[src/rtl/ker_sram_writer_if.sv]
// Bundle for ker_sram_writer: start/config, FIFO pop side, status and the
// kernel-SRAM write strobes. master drives the stream, slave is the writer.
interface ker_sram_writer_if #(
    parameter int DATA_W   = 64,
    parameter int NUM_BANK = 8,
    parameter int ADDR_W   = 11,
    parameter int CNT_W    = 16
);
    logic                start_ker_store;
    logic [CNT_W-1:0]    cfg_ker_num;
    logic [ADDR_W-1:0]   cfg_ker_words;
    logic [ADDR_W-1:0]   cfg_base_addr;
    logic [DATA_W-1:0]   ker_store_data_din;
    logic                ker_store_empty_n_din;
    logic                ker_store_read_dout;
    logic                ker_store_busy;
    logic                ker_store_done;
    logic [NUM_BANK-1:0] cen_kersr;
    logic [NUM_BANK-1:0] wen_kersr;
    logic [ADDR_W-1:0]   addr_kersr;
    logic [DATA_W-1:0]   din_kersr;

    modport master (
        output start_ker_store, cfg_ker_num, cfg_ker_words, cfg_base_addr,
        output ker_store_data_din, ker_store_empty_n_din,
        input  ker_store_read_dout, ker_store_busy, ker_store_done,
        input  cen_kersr, wen_kersr, addr_kersr, din_kersr
    );

    modport slave (
        input  start_ker_store, cfg_ker_num, cfg_ker_words, cfg_base_addr,
        input  ker_store_data_din, ker_store_empty_n_din,
        output ker_store_read_dout, ker_store_busy, ker_store_done,
        output cen_kersr, wen_kersr, addr_kersr, din_kersr
    );
endinterface

[src/rtl/ker_sram_writer.sv]
// Kernel-SRAM store engine: FWFT stream -> NUM_BANK banks, kernel k at bank k%NB.
// Optional XOR checksum of popped words under `define KER_WR_CHKSUM_EN.
module ker_sram_writer #(
    parameter int DATA_W   = 64,
    parameter int NUM_BANK = 8,
    parameter int ADDR_W   = 11,
    parameter int CNT_W    = 16
) (
    input logic clk,
    input logic reset,
    ker_sram_writer_if.slave bus
`ifdef KER_WR_CHKSUM_EN
    ,
    output logic [DATA_W-1:0] ker_chksum
`endif
);
    localparam int BANK_W = (NUM_BANK > 1) ? $clog2(NUM_BANK) : 1;

    typedef enum logic [1:0] {IDLE, LOAD, FIN} state_t;

    state_t              state;
    logic                busy;
    logic                done;
    logic [NUM_BANK-1:0] cen;
    logic [NUM_BANK-1:0] wen;
    logic [ADDR_W-1:0]   addr;
    logic [DATA_W-1:0]   din;
    logic [CNT_W-1:0]    ker_num;
    logic [ADDR_W-1:0]   words;
    logic [ADDR_W-1:0]   base;
    logic [ADDR_W-1:0]   w;
    logic [BANK_W-1:0]   bank;
    logic [ADDR_W-1:0]   slot_base;
    logic [CNT_W-1:0]    k;
    logic                pop;
    logic                w_last;
    logic                bank_last;
    logic                run_last;
    logic [NUM_BANK-1:0] sel;
`ifdef KER_WR_CHKSUM_EN
    logic [DATA_W-1:0]   chksum;
    assign ker_chksum = chksum;
`endif

    assign pop       = (state == LOAD) && bus.ker_store_empty_n_din;
    assign w_last    = (w == words - ADDR_W'(1));
    assign bank_last = (bank == BANK_W'(NUM_BANK - 1));
    assign run_last  = w_last && (k == ker_num - CNT_W'(1));
    assign sel       = NUM_BANK'(1) << bank;

    assign bus.ker_store_read_dout = pop;
    assign bus.ker_store_busy      = busy;
    assign bus.ker_store_done      = done;
    assign bus.cen_kersr           = cen;
    assign bus.wen_kersr           = wen;
    assign bus.addr_kersr          = addr;
    assign bus.din_kersr           = din;

    always_ff @(posedge clk or posedge reset) begin
        if (reset) begin
            state     <= IDLE;
            busy      <= 1'b0;
            done      <= 1'b0;
            cen       <= '1;
            wen       <= '1;
            addr      <= '0;
            din       <= '0;
            ker_num   <= '0;
            words     <= '0;
            base      <= '0;
            w         <= '0;
            bank      <= '0;
            slot_base <= '0;
            k         <= '0;
`ifdef KER_WR_CHKSUM_EN
            chksum    <= '0;
`endif
        end else begin
            cen  <= '1;
            wen  <= '1;
            done <= 1'b0;
            unique case (state)
                IDLE: begin
                    if (bus.start_ker_store) begin
                        ker_num   <= bus.cfg_ker_num;
                        words     <= bus.cfg_ker_words;
                        base      <= bus.cfg_base_addr;
                        w         <= '0;
                        bank      <= '0;
                        slot_base <= '0;
                        k         <= '0;
                        busy      <= 1'b1;
`ifdef KER_WR_CHKSUM_EN
                        chksum    <= '0;
`endif
                        // Empty job skips LOAD but still reports completion
                        if (bus.cfg_ker_num != '0 && bus.cfg_ker_words != '0) begin
                            state <= LOAD;
                        end else begin
                            state <= FIN;
                            done  <= 1'b1;
                        end
                    end
                end
                LOAD: begin
                    if (pop) begin
                        cen  <= ~sel;
                        wen  <= ~sel;
                        addr <= base + slot_base + w;
                        din  <= bus.ker_store_data_din;
`ifdef KER_WR_CHKSUM_EN
                        chksum <= chksum ^ bus.ker_store_data_din;
`endif
                        if (w_last) begin
                            w <= '0;
                            k <= k + CNT_W'(1);
                            if (bank_last) begin
                                bank      <= '0;
                                slot_base <= slot_base + words;
                            end else begin
                                bank <= bank + BANK_W'(1);
                            end
                        end else begin
                            w <= w + ADDR_W'(1);
                        end
                        if (run_last) begin
                            state <= FIN;
                            done  <= 1'b1;
                        end
                    end
                end
                FIN: begin
                    state <= IDLE;
                    busy  <= 1'b0;
                end
                default: begin
                    state <= IDLE;
                    busy  <= 1'b0;
                end
            endcase
        end
    end
endmodule

[src/flat_wrapper.sv]
// flat-port wrapper written by rule: the top's interface ports become plain ports
module ker_sram_writer_flat 
#(
    parameter int DATA_W   = 64,
    parameter int NUM_BANK = 8,
    parameter int ADDR_W   = 11,
    parameter int CNT_W    = 16
)
  (clk, reset, bus_start_ker_store, bus_cfg_ker_num, bus_cfg_ker_words, bus_cfg_base_addr, bus_ker_store_data_din, bus_ker_store_empty_n_din, bus_ker_store_read_dout, bus_ker_store_busy, bus_ker_store_done, bus_cen_kersr, bus_wen_kersr, bus_addr_kersr, bus_din_kersr);
  ker_sram_writer_if #(.DATA_W(DATA_W), .NUM_BANK(NUM_BANK), .ADDR_W(ADDR_W), .CNT_W(CNT_W)) bus_i ();
  input logic clk;
  input logic reset;
  input wire logic [$bits(bus_i.start_ker_store)-1:0] bus_start_ker_store;
  input wire logic [$bits(bus_i.cfg_ker_num)-1:0] bus_cfg_ker_num;
  input wire logic [$bits(bus_i.cfg_ker_words)-1:0] bus_cfg_ker_words;
  input wire logic [$bits(bus_i.cfg_base_addr)-1:0] bus_cfg_base_addr;
  input wire logic [$bits(bus_i.ker_store_data_din)-1:0] bus_ker_store_data_din;
  input wire logic [$bits(bus_i.ker_store_empty_n_din)-1:0] bus_ker_store_empty_n_din;
  output wire logic [$bits(bus_i.ker_store_read_dout)-1:0] bus_ker_store_read_dout;
  output wire logic [$bits(bus_i.ker_store_busy)-1:0] bus_ker_store_busy;
  output wire logic [$bits(bus_i.ker_store_done)-1:0] bus_ker_store_done;
  output wire logic [$bits(bus_i.cen_kersr)-1:0] bus_cen_kersr;
  output wire logic [$bits(bus_i.wen_kersr)-1:0] bus_wen_kersr;
  output wire logic [$bits(bus_i.addr_kersr)-1:0] bus_addr_kersr;
  output wire logic [$bits(bus_i.din_kersr)-1:0] bus_din_kersr;
  assign bus_i.start_ker_store = bus_start_ker_store;
  assign bus_i.cfg_ker_num = bus_cfg_ker_num;
  assign bus_i.cfg_ker_words = bus_cfg_ker_words;
  assign bus_i.cfg_base_addr = bus_cfg_base_addr;
  assign bus_i.ker_store_data_din = bus_ker_store_data_din;
  assign bus_i.ker_store_empty_n_din = bus_ker_store_empty_n_din;
  assign bus_ker_store_read_dout = bus_i.ker_store_read_dout;
  assign bus_ker_store_busy = bus_i.ker_store_busy;
  assign bus_ker_store_done = bus_i.ker_store_done;
  assign bus_cen_kersr = bus_i.cen_kersr;
  assign bus_wen_kersr = bus_i.wen_kersr;
  assign bus_addr_kersr = bus_i.addr_kersr;
  assign bus_din_kersr = bus_i.din_kersr;
  ker_sram_writer #(.DATA_W(DATA_W), .NUM_BANK(NUM_BANK), .ADDR_W(ADDR_W), .CNT_W(CNT_W)) u_core (.clk(clk), .reset(reset), .bus(bus_i));
endmodule
[config.mk]
export PLATFORM = sky130hd
export DESIGN_NAME = ker_sram_writer_flat
export DESIGN_NICKNAME = d
export VERILOG_FILES = /design/src/rtl/ker_sram_writer_if.sv /design/src/rtl/ker_sram_writer.sv /design/src/flat_wrapper.sv
export SDC_FILE = /design/constraint.sdc
export NUM_CORES = 1
export LEC_CHECK = 0
export ABC_AREA = 1
export BUFFER_PORTS_ARGS = -buffer_cell sky130_fd_sc_hd__clkbuf_2
export CORE_MARGIN = 3
export CORE_UTILIZATION = 45
export DETAILED_ROUTE_END_ITERATION = 8
export GPL_ROUTABILITY_DRIVEN = 0
export PLACE_DENSITY = 0.74
export SLEW_MARGIN = 20
export SYNTH_ARGS = -nofsm -noshare
export SYNTH_HDL_FRONTEND = slang
export SYNTH_SLANG_ARGS = --single-unit
export TNS_END_PERCENT = 50
[constraint.sdc]
create_clock -name clk -period 11.9 [get_ports clk]
set_clock_uncertainty 0.15 [all_clocks]
set_input_delay 1.19 -clock clk [delete_from_list [all_inputs] [get_ports clk]]
set_output_delay 1.19 -clock clk [all_outputs]
set_load 0.02 [all_outputs]
==> impl_metrics.py <==
metrics = {
    "route": {
        "firstDrtPassIters": 5,
        "drt-total-wl_um": 23100,
        "wl_per_cell_um": 14.5,
        "remaining_drc_errors": 0,
        "vias": 7768,
        "ant_nets": 0,
        "vias_per_cell": 4.88,
        "drt_iter0_markers": 583,
    },
    "floorplan": {
        "ios": 200,
        "fp-row-count": 51,
        "dieArea_um2": 22000,
        "initial_core_util_pct": 46.3,
        "core_area_um2": 19700,
        "die_h_um": 148,
        "die_w_um": 148,
    },
    "min_path": {
        "hold_path_depth": 2,
        "hp-class": "reg -> reg",
    },
    "clock_network": {
        "clk_pin_slew_ns": 0.07,
        "holdBufCountCts": 0,
        "post_cts_buffers": 0,
        "cts_tree": "yes",
        "htreeDepth": 4,
        "cts-root-buf": "clkbuf_16",
        "cts_buffers": 17,
        "cts_buffer_depth": 2,
        "insertion_delay_ns": 0.43,
        "cts_sinks": 166,
        "cts_resized": 0,
    },
    "critical_path": {
        "cp_max_fo": 87,
        "worst_ep_arrival_time_ns": 4.48,
        "cp_cell_sequence": "clkbuf_2 > inv_1 > nor2_4 > buf_4 > inv_2 > buf_4 > nand2_1 > nand2_2 > inv_2 > nand2_1 > nand2_1",
        "worst_setup_path_end_kind": "register",
        "crit_type": "in -> reg",
        "cp_slowest_cell": "nand2_1",
        "cpPeakStageDelay_ns": 0.73,
        "cp_common_cell": "nand2_1",
        "startpoint_type": "primary input",
        "cp.required_ns": 12.07,
        "ff2ff_path_depth": 11,
    },
    "timing": {
        "hold_violations": 0,
        "fin_crit_sh_pct": 36.3,
        "worst_slew_pin_slew_ns": 0.926,
        "fin_crit_ns": 4.32,
        "setup-violations-final": 0,
        "max_slew_margin_pct": 38.2,
        "rsz0062_at_grt": "false",
        "fmax_mhz": 232,
        "drv_slew": 0,
        "finalSetupTns_ns": 0,
    },
    "global_routing": {
        "grt_use_met2_pct": 36.2,
        "use_met1_pct": 27.5,
        "grt.busiest_layer": "met2",
        "grt_first_pass_wirelength_um": 37800,
        "antenna_found_initial": 0,
        "grt_max_degree": 105,
        "grt_use_total_pct": 21.3,
        "grt_use_met3_pct": 4.14,
        "grt_pass1_vias": 7507,
        "gr-total-overflow": 0,
    },
    "pwr": {
        "irDropWorstVdd_uv": 98.2,
        "powerDensity_nw_per_um2": 148,
        "leakagePower_uw": 0.00586,
        "power_uw": 1600,
    },
    "job": {
        "cap_violations": 0,
    },
    "logic_synthesis": {
        "yosysTopAreaCell": "dfrtp_1",
        "synth.area.top_cells": "dfrtp_1 (43%), nand2_1 (18%), nor2_1 (4.0%)",
        "synth.distinct_cells": 39,
        "syn_area_per_cell_um2": 8.01,
        "synth_cells": 1137,
        "yosys_warnings": 0,
        "synth_area_um2": 9100,
        "synth_nets": 1284,
        "synth_top_area_share_pct": 43.4,
        "ys_seq_elements": 166,
        "ys_seq_area_share_pct": 45.7,
    },
    "layout": {
        "layout-drive-gt1-share_pct": 20.9,
        "layout_commonest_cell": "nand2_1",
        "syn2layout_area_growth_pct": 19.0,
        "diodes": 0,
        "fin_nets": 1462,
        "most-common-layout-cells": "nand2_1 (427), clkbuf_2 (199), dfrtp_1 (158), nor2_1 (97), inv_1 (86)",
    },
    "placement": {
        "port_buffers": 199,
        "hpwl_um": 17200,
    },
    "run_status": {
        "status": "finished, final reports clean",
    },
}
synth_stat cells, drive strengths merged:
| cell type | n |
|---|---|
| a211o | 1 |
| a21oi | 19 |
| a22o | 1 |
| a31oi | 3 |
| and2 | 1 |
| buf | 18 |
| clkbuf | 26 |
| dfrtp | 158 |
| dfstp | 8 |
| fa | 12 |
| ha | 29 |
| inv | 90 |
| mux2 | 20 |
| nand2 | 429 |
| nand3 | 60 |
| nand3b | 9 |
| nand4 | 20 |
| nor2 | 101 |
| nor3 | 10 |
| nor4 | 5 |
| o2111ai | 1 |
| o211ai | 1 |
| o21ai | 44 |
| o21bai | 3 |
| o221ai | 1 |
| o22ai | 3 |
| o31ai | 3 |
| or2 | 4 |
| xnor2 | 20 |
| xor2 | 37 |
final timing paths:
path                                            from                       end  slack (ns)
setup / recovery           bus_ker_store_empty_n_din              u_core.k[11]        7.58
hold / removal              u_core.bus.din_kersr[63]  u_core.bus.din_kersr[63]        0.32
setup reg to reg                     u_core.state[1]              u_core.k[11]        7.60
hold reg to reg             u_core.bus.din_kersr[63]  u_core.bus.din_kersr[63]        0.32
max in group asynchronous                      reset               u_core.k[6]        9.39
min in group asynchronous                      reset  u_core.bus.din_kersr[30]        0.81
logic make-up after synthesis:
kind of cell	Yosys count	share of synthesized area [%]
AOI/OAI and AO/OA	80	4.88
xor gates and xnor gates	57	5.48
adders and majority gates	41	6.62
buffers and inverters	134	6.05
DFF	166	45.7
muxes	20	2.47
and+or+nand+nor	639	28.8
per-stage QoR:
step | hold WS (ns) | setup slack, ns | utilization [%] | instance area (µm²) | cells
2_1_floorplan | 0.320 | 6.08 | - | 9100 | 1137
3_3_place_gp | 0.304 | 7.11 | 52.2 | 10300 | 1561
3_5_place_dp | 0.307 | 7.07 | 52.2 | 10300 | 1561
4_1_cts | 0.325 | 7.51 | 55.1 | 10800 | 1593
5_1_grt | 0.333 | 7.16 | 55.1 | 10800 | 1593
6_report | 0.321 | 7.58 | 55.1 | 10800 | 1593
layout make-up:
class / instances / area, µm²
multi-input combinational: 837 / 4400
clock inverter: 14 / 141
timing repair buffer: 203 / 1030
inverter: 90 / 343
tap: 265 / 332
clock buffer: 18 / 429
fill: 1838 / 8820
sequential: 166 / 4160
sequential cells by signal (all words and copies together) (netlist names), 2 cells and up:
register,flops
u_core.k,16
u_core.ker_num,16
u_core.base,11
u_core.words,11
u_core.bus.cen_kersr,8
u_core.slot_base,11
u_core.bus.din_kersr,64
u_core.state,2
u_core.w,11
u_core.bus.addr_kersr,11
u_core.bank,3
report_power, final:
group / leakage, µW / switching (µW) / internal [µW]
clock network: 0.000271 / 260 / 279
registers: 0.00209 / 66.5 / 627
logic: 0.00349 / 228 / 140
total: 0.00586 / 554 / 1050
critical path, delay by kind of cell:
| kind | cells | cell delay [ns] |
|---|---|---|
| and+or+nand+nor | 5 | 1.66 |
| buffers and inverters | 6 | 1.60 |
routing by layer:
metal  share of wire [%]  routed length, µm  vias up
li1                    -                  -     3951
met1                  43               9970     3619
met2                  50              11700      158
met3                 3.8                886       40
met4                 2.5                584        0
met5                   0                  0        -
(Power assumes the default switching activity.)
